==> src/rtl/exc_vector_ctrl_if.sv <==
// +--------------------------------------------------------------------------+
// | exc_vector_ctrl_if : source, configuration and CPU handshake bundle      |
// | for the exception vector controller.                                     |
// | Revision: 1.0                                                            |
// +--------------------------------------------------------------------------+
`default_nettype none

interface exc_vector_ctrl_if #(
    parameter int WIDTH   = 16,
    parameter int NUM_EXC = 16
);
    localparam int ADDR_SIZE = $clog2(NUM_EXC);

    logic [NUM_EXC-1:0]   excpt_en;
    logic                 mask_we;
    logic [NUM_EXC-1:0]   mask_wdata;
    logic                 vec_we;
    logic [ADDR_SIZE-1:0] vec_idx;
    logic [WIDTH-1:0]     vec_wdata;
    logic                 irq_ack;
    logic                 eret;
    logic                 irq_req;
    logic [ADDR_SIZE-1:0] irq_id;
    logic [WIDTH-1:0]     excpt_addr;
    logic                 busy;
    logic [NUM_EXC-1:0]   pending;

    modport master (
        output excpt_en, mask_we, mask_wdata, vec_we, vec_idx, vec_wdata,
               irq_ack, eret,
        input  irq_req, irq_id, excpt_addr, busy, pending
    );

    modport slave (
        input  excpt_en, mask_we, mask_wdata, vec_we, vec_idx, vec_wdata,
               irq_ack, eret,
        output irq_req, irq_id, excpt_addr, busy, pending
    );
endinterface

`default_nettype wire

==> src/rtl/exc_vector_ctrl.sv <==
// +--------------------------------------------------------------------------+
// | exc_vector_ctrl : edge-triggered, maskable, fixed-priority exception     |
// | controller with a writable handler-address vector table.                 |
// | Revision: 1.0                                                            |
// +--------------------------------------------------------------------------+
`default_nettype none

module exc_vector_ctrl #(
    parameter int WIDTH   = 16,
    parameter int NUM_EXC = 16
) (
    input  wire logic          clk,
    input  wire logic          rst,
    exc_vector_ctrl_if.slave   bus
);
    localparam int ADDR_SIZE = $clog2(NUM_EXC);

    typedef enum logic [1:0] {
        ST_IDLE    = 2'd0,
        ST_REQ     = 2'd1,
        ST_SERVICE = 2'd2
    } state_e;

    state_e                              state_q;
    logic [NUM_EXC-1:0]                  excpt_q;
    logic [NUM_EXC-1:0]                  pending_q;
    logic [NUM_EXC-1:0]                  pending_d;
    logic [NUM_EXC-1:0]                  mask_q;
    logic                                irq_req_q;
    logic                                busy_q;
    logic [ADDR_SIZE-1:0]                irq_id_q;
    logic [WIDTH-1:0]                    addr_q;

    logic [NUM_EXC-1:0]                  rise;
    logic [NUM_EXC-1:0]                  active;
    logic [NUM_EXC-1:0]                  ack_clr;
    logic                                ack_hit;
    logic                                sel_valid;
    logic [ADDR_SIZE-1:0]                sel_idx;
    logic [NUM_EXC-1:0][WIDTH-1:0]       vec_rd;

    assign rise    = bus.excpt_en & ~excpt_q;
    assign active  = pending_q & mask_q;
    assign ack_hit = (state_q == ST_REQ) && bus.irq_ack;

    always_comb begin
        ack_clr = '0;
        if (ack_hit) begin
            ack_clr[irq_id_q] = 1'b1;
        end
    end

    // A new edge on the bit being acknowledged wins over the clear.
    assign pending_d = (pending_q & ~ack_clr) | rise;

    // Lowest set index wins; scanning downward leaves it as the final value.
    always_comb begin
        sel_valid = |active;
        sel_idx   = '0;
        for (int i = NUM_EXC - 1; i >= 0; i--) begin
            if (active[i]) begin
                sel_idx = ADDR_SIZE'(i);
            end
        end
    end

    always_ff @(posedge clk or negedge rst) begin
        if (!rst) begin
            excpt_q   <= '0;
            pending_q <= '0;
            mask_q    <= '1;
        end else begin
            excpt_q   <= bus.excpt_en;
            pending_q <= pending_d;
            if (bus.mask_we) begin
                mask_q <= bus.mask_wdata;
            end
        end
    end

    for (genvar gi = 0; gi < NUM_EXC; gi++) begin : g_vec
        logic [WIDTH-1:0] entry_q;

        always_ff @(posedge clk or negedge rst) begin
            if (!rst) begin
                entry_q <= WIDTH'(gi * 4);
            end else if (bus.vec_we && (bus.vec_idx == ADDR_SIZE'(gi))) begin
                entry_q <= bus.vec_wdata;
            end
        end

        assign vec_rd[gi] = entry_q;
    end

    // The selected address is captured from the pre-write table contents,
    // so a same-cycle write to that entry only affects later selections.
    always_ff @(posedge clk or negedge rst) begin
        if (!rst) begin
            state_q   <= ST_IDLE;
            irq_req_q <= 1'b0;
            busy_q    <= 1'b0;
            irq_id_q  <= '0;
            addr_q    <= '0;
        end else begin
            case (state_q)
                ST_IDLE: begin
                    if (sel_valid) begin
                        state_q   <= ST_REQ;
                        irq_req_q <= 1'b1;
                        busy_q    <= 1'b1;
                        irq_id_q  <= sel_idx;
                        addr_q    <= vec_rd[sel_idx];
                    end
                end
                ST_REQ: begin
                    if (bus.irq_ack) begin
                        state_q   <= ST_SERVICE;
                        irq_req_q <= 1'b0;
                    end
                end
                ST_SERVICE: begin
                    if (bus.eret) begin
                        state_q <= ST_IDLE;
                        busy_q  <= 1'b0;
                    end
                end
                default: begin
                    state_q   <= ST_IDLE;
                    irq_req_q <= 1'b0;
                    busy_q    <= 1'b0;
                end
            endcase
        end
    end

    assign bus.irq_req    = irq_req_q;
    assign bus.irq_id     = irq_id_q;
    assign bus.excpt_addr = addr_q;
    assign bus.busy       = busy_q;
    assign bus.pending    = pending_q;

endmodule

`default_nettype wire

==> src/flat_wrapper.sv <==
// flat-port wrapper written by rule: the top's interface ports become plain ports
module exc_vector_ctrl_flat 
#(
    parameter int WIDTH   = 16,
    parameter int NUM_EXC = 16
)
  (clk, rst, bus_excpt_en, bus_mask_we, bus_mask_wdata, bus_vec_we, bus_vec_idx, bus_vec_wdata, bus_irq_ack, bus_eret, bus_irq_req, bus_irq_id, bus_excpt_addr, bus_busy, bus_pending);
  exc_vector_ctrl_if #(.WIDTH(WIDTH), .NUM_EXC(NUM_EXC)) bus_i ();
  input  wire logic clk;
  input  wire logic rst;
  input wire logic [$bits(bus_i.excpt_en)-1:0] bus_excpt_en;
  input wire logic [$bits(bus_i.mask_we)-1:0] bus_mask_we;
  input wire logic [$bits(bus_i.mask_wdata)-1:0] bus_mask_wdata;
  input wire logic [$bits(bus_i.vec_we)-1:0] bus_vec_we;
  input wire logic [$bits(bus_i.vec_idx)-1:0] bus_vec_idx;
  input wire logic [$bits(bus_i.vec_wdata)-1:0] bus_vec_wdata;
  input wire logic [$bits(bus_i.irq_ack)-1:0] bus_irq_ack;
  input wire logic [$bits(bus_i.eret)-1:0] bus_eret;
  output wire logic [$bits(bus_i.irq_req)-1:0] bus_irq_req;
  output wire logic [$bits(bus_i.irq_id)-1:0] bus_irq_id;
  output wire logic [$bits(bus_i.excpt_addr)-1:0] bus_excpt_addr;
  output wire logic [$bits(bus_i.busy)-1:0] bus_busy;
  output wire logic [$bits(bus_i.pending)-1:0] bus_pending;
  assign bus_i.excpt_en = bus_excpt_en;
  assign bus_i.mask_we = bus_mask_we;
  assign bus_i.mask_wdata = bus_mask_wdata;
  assign bus_i.vec_we = bus_vec_we;
  assign bus_i.vec_idx = bus_vec_idx;
  assign bus_i.vec_wdata = bus_vec_wdata;
  assign bus_i.irq_ack = bus_irq_ack;
  assign bus_i.eret = bus_eret;
  assign bus_irq_req = bus_i.irq_req;
  assign bus_irq_id = bus_i.irq_id;
  assign bus_excpt_addr = bus_i.excpt_addr;
  assign bus_busy = bus_i.busy;
  assign bus_pending = bus_i.pending;
  exc_vector_ctrl #(.WIDTH(WIDTH), .NUM_EXC(NUM_EXC)) u_core (.clk(clk), .rst(rst), .bus(bus_i));
endmodule
==> config.mk <==
export PLATFORM = sky130hd
export DESIGN_NAME = exc_vector_ctrl_flat
export DESIGN_NICKNAME = d
export VERILOG_FILES = /design/src/rtl/exc_vector_ctrl_if.sv /design/src/rtl/exc_vector_ctrl.sv /design/src/flat_wrapper.sv
export SDC_FILE = /design/constraint.sdc
export NUM_CORES = 1
export LEC_CHECK = 0
export ABC_AREA = 1
export CAP_MARGIN = 20
export CORE_MARGIN = 2
export CORE_UTILIZATION = 40
export CTS_CLUSTER_SIZE = 25
export DETAILED_ROUTE_END_ITERATION = 12
export SLEW_MARGIN = 40
export SYNTH_ARGS = -nofsm -noshare
export SYNTH_HDL_FRONTEND = slang
export SYNTH_SLANG_ARGS = --single-unit
==> constraint.sdc <==
create_clock -name clk -period 1.99 [get_ports clk]
set_input_delay 0.199 -clock clk [delete_from_list [all_inputs] [get_ports clk]]
set_output_delay 0.199 -clock clk [all_outputs]
set_load 0.02 [all_outputs]
==> results.cfg <==
[placement]
gp_congestion = 0.8180
dp_hpwl_mm = 28.84
io_buffer_count = 95
dp_slack_ns = -0.4934
placed_area_sq_mm = 0.01769
dp.cells = 2495

[floorplan]
start_util_pct = 40.39
die_h_um = 201.1
die-area_sq_mm = 0.04043
die_x_um = 201.1
row_count = 72
io_pins = 96
coreArea_sq_mm = 0.03847

[layout]
antenna_cells = 0
drive_above_1_share_pct = 17.63
nNetsFinal = 2104
areaGrowthSynthToFinish_pct = 29.31
fillers = 3596
utilization_pct = 52.22
finalInstanceArea_sq_mm = 0.02009
fin_cells = 2594

[timing]
fin_ws_ns = -0.5037
worst_clock_skew_ns = 0.01172
rsz0062_at_grt = true
hold_violations = 0
period_share_pct = 125.3
setup_viol = 17
final-max-slew-violation-count = 0
maxSlewHeadroom_pct = 61.84
worst_pin_slew_ns = 0.5724
whs_ns = 0.1480
finalSetupTns_ns = -7.296
fin_crit_ns = 2.494
fmax_mhz = 401.0

[power_and_ir_drop]
power_frac_seq_pct = 35.4
combPwrFrac_pct = 37.5
power.density_mw_per_mm2 = 1263
power.leakage_nw = 9.514
p_sw_mw = 8.972
pwr-share-clk_pct = 27.1
p_total_mw = 25.38
p_int_mw = 16.41
swShare_pct = 35.35
ir_drop_mv = 0.6584

[routing]
route.detailed.drc = 0
drt_iter0_markers = 1386
vias = 13590
first_pass_iters = 5
wire_per_inst_um = 18.81
routed_wl_mm = 48.80
via_per_inst = 5.238
ant_nets = 0

[synthesis]
synthesis.area_sq_mm = 0.01553
syn_inst = 1925
seq_area_frac_synth_pct = 53.22
yosys_warnings = 0
syn_nets = 1983
syn_avg_cell_area_sq_um = 8.070
synth_cell_type_count = 24
synth-seq-cells = 328

[run_status]
violations = negative setup slack
status = finished, violations left

[global_routing]
grt_max_degree = 66
grt_pass1_vias = 13320
grt_usage_pct = 23.88
antenna_found_initial = 0
grt_overflow_total = 0
grt_first_pass_wirelength_mm = 75.99

[critical_path]
reg2reg_slack_ns = -0.50
path_class = flop to flop
cp_max_fo = 8
worstSetupEndpointType = flop
r2r_cells = 27
r2r_start = u_core.mask_q[15]
arrival_ns = 2.97
timing.rr.end = u_core.bus.excpt_addr[10]
critPathLaunchType = flop
crit_required_ns = 2.46

[worst_hold_path]
hold_path_end = u_core.excpt_q[2]
min_path_cells = 1
hold_start = bus_excpt_en[2]
hp-class = input port to flop

[cts]
clk_pin_slew_ns = 0.06
cts_made_buffers = 38
clockBufferDepth = 3
htreeDepth = 2
cts_tree = yes
cts_sinks = 328
cts-root-buf = clkbuf_16
clock_latency_ns = 0.53

[run]
drv_cap = 0
synthesized netlist by cell type (all sizes together):
| cell type | n | share of area, % |
|---|---|---|
| clkbuf | 94 | 2.3 |
| nand3b | 64 | 3.1 |
| buf | 38 | 1.8 |
| inv | 247 | 6.0 |
| nand2 | 519 | 13 |
| nor3 | 4 | 0.13 |
| nand4 | 1 | 0.040 |
| dfrtp | 280 | 45 |
| dfstp | 48 | 8.1 |
| mux2 | 16 | 1.2 |
| o31ai | 1 | 0.048 |
| clkinv | 1 | 0.024 |
| nand3 | 297 | 9.6 |
| a21oi | 1 | 0.056 |
| o211ai | 1 | 0.048 |
| o21bai | 1 | 0.048 |
| a31oi | 1 | 0.040 |
| nor2 | 18 | 0.43 |
| o21ai | 293 | 9.4 |
registers in the layout, indices dropped and copies added (netlist names):
name,flops
u_core.bus.irq_req,1
u_core.g_vec.entry_q,256
u_core.bus.pending,16
u_core.bus.excpt_addr,16
u_core.bus.irq_id,4
u_core.state_q,2
u_core.excpt_q,16
u_core.bus.busy,1
u_core.mask_q,16
kinds of logic (layout without fill, tap and decap cells):
group	Yosys count	count (layout)	share of synthesized area, %
AO/OA/AOI/OAI	298	298	9.681
buffers and inverters	380	530	10.10
flip-flops	328	328	53.22
multiplexers	16	16	1.160
AND/OR/NAND/NOR	903	904	25.84
what timing repair did:
item / CTS / global route
setup endpoints to repair: 18 / 23
resized for setup: 56 / 110
hold buffers: 1 / 0
setup buffers: 8 / 5
pin swaps: 19 / 75
endpoints found under the hold margin: 46 / 0
cloned: 8 / 11
power groups by stage:
stage | combinational, mW | clock (mW) | sequential (mW)
2_1_floorplan | 4.71 | 0 | 9.09
3_3_place_gp | 7.56 | 0 | 9.03
3_5_place_dp | 7.65 | 0 | 9.07
4_1_cts | 8.49 | 6.99 | 8.97
5_1_grt | 10.4 | 7.30 | 9.14
6_report | 9.52 | 6.87 | 8.99
cell usage in the layout, fill, tap and decap left out, types with 3 or more instances in the layout:
cell,Yosys,final
buf_4,14,43
clkbuf_8,0,6
buf_6,11,11
mux2_2,16,16
clkdlybuf4s50_1,0,94
inv_1,246,245
dfrtp_1,280,280
nand2_8,0,3
nor2_1,18,14
clkbuf_1,94,16
nor2_2,0,4
o21ai_0,293,289
dfstp_2,48,48
clkinv_2,0,5
nand2_1,517,468
nand3b_1,64,64
o21ai_1,0,3
clkbuf_16,0,50
buf_12,0,42
nand2_2,2,44
buf_16,0,8
nor3_1,4,3
nand2_4,0,5
nand3_1,297,227
buf_8,0,4
nand3_2,0,70
worst max path at each step:
stage,startpoint,endpoint,slack (ns),cells after the start
floorplan,u_core.mask_q[14],u_core.bus.excpt_addr[6],-0.09,25
global placement,u_core.mask_q[14],u_core.bus.excpt_addr[9],-0.51,25
detailed placement,u_core.mask_q[14],u_core.bus.excpt_addr[9],-0.49,25
CTS,u_core.mask_q[15],u_core.bus.excpt_addr[3],-0.44,25
global route,u_core.mask_q[15],u_core.bus.excpt_addr[10],-0.69,27
finish,u_core.mask_q[15],u_core.bus.excpt_addr[10],-0.50,27
critical path, stage by stage (launching register included):
cell and delay (ns):
dfstp_2 0.54, nand2_2 0.06, inv_2 0.05, nand2_2 0.05
nand2_2 0.05, nand2_2 0.04, nand2_1 0.05, nand2_1 0.05
nand2_1 0.05, nand2_1 0.05, nand2_1 0.06, nand2_1 0.05
nand2_1 0.05, nand2_1 0.04, nand2_1 0.07, nand2_2 0.08
nand2_8 0.16, nand2_8 0.11, buf_12 0.16, buf_16 0.15
buf_6 0.11, nand2_2 0.04, nand3_2 0.06, nand3_2 0.07
nand3_2 0.05, nand2_1 0.06, nand2_1 0.04, nand2_1 0.06
routing by layer:
metal | share of wire, % | vias to the layer above | GRT usage [%]
li1 | - | 6394 | -
met1 | 45 | 6618 | 34.27
met2 | 45 | 485 | 37.31
met3 | 6.9 | 90 | 3.620
met4 | 2.9 | 0 | 7.381
met5 | 0 | - | 0
final cells by class:
cell class,instances,area (sq um),area share [%]
multi-input cells,1218,6262,31.17
clock buffers,63,1169,5.818
inverters,248,933.4,4.647
clock inverters,7,63.81,0.3177
flip-flops and latches,328,8268,41.16
well taps,518,648.1,3.226
repair buffers,212,2744,13.66
(Power assumes the default switching activity.)
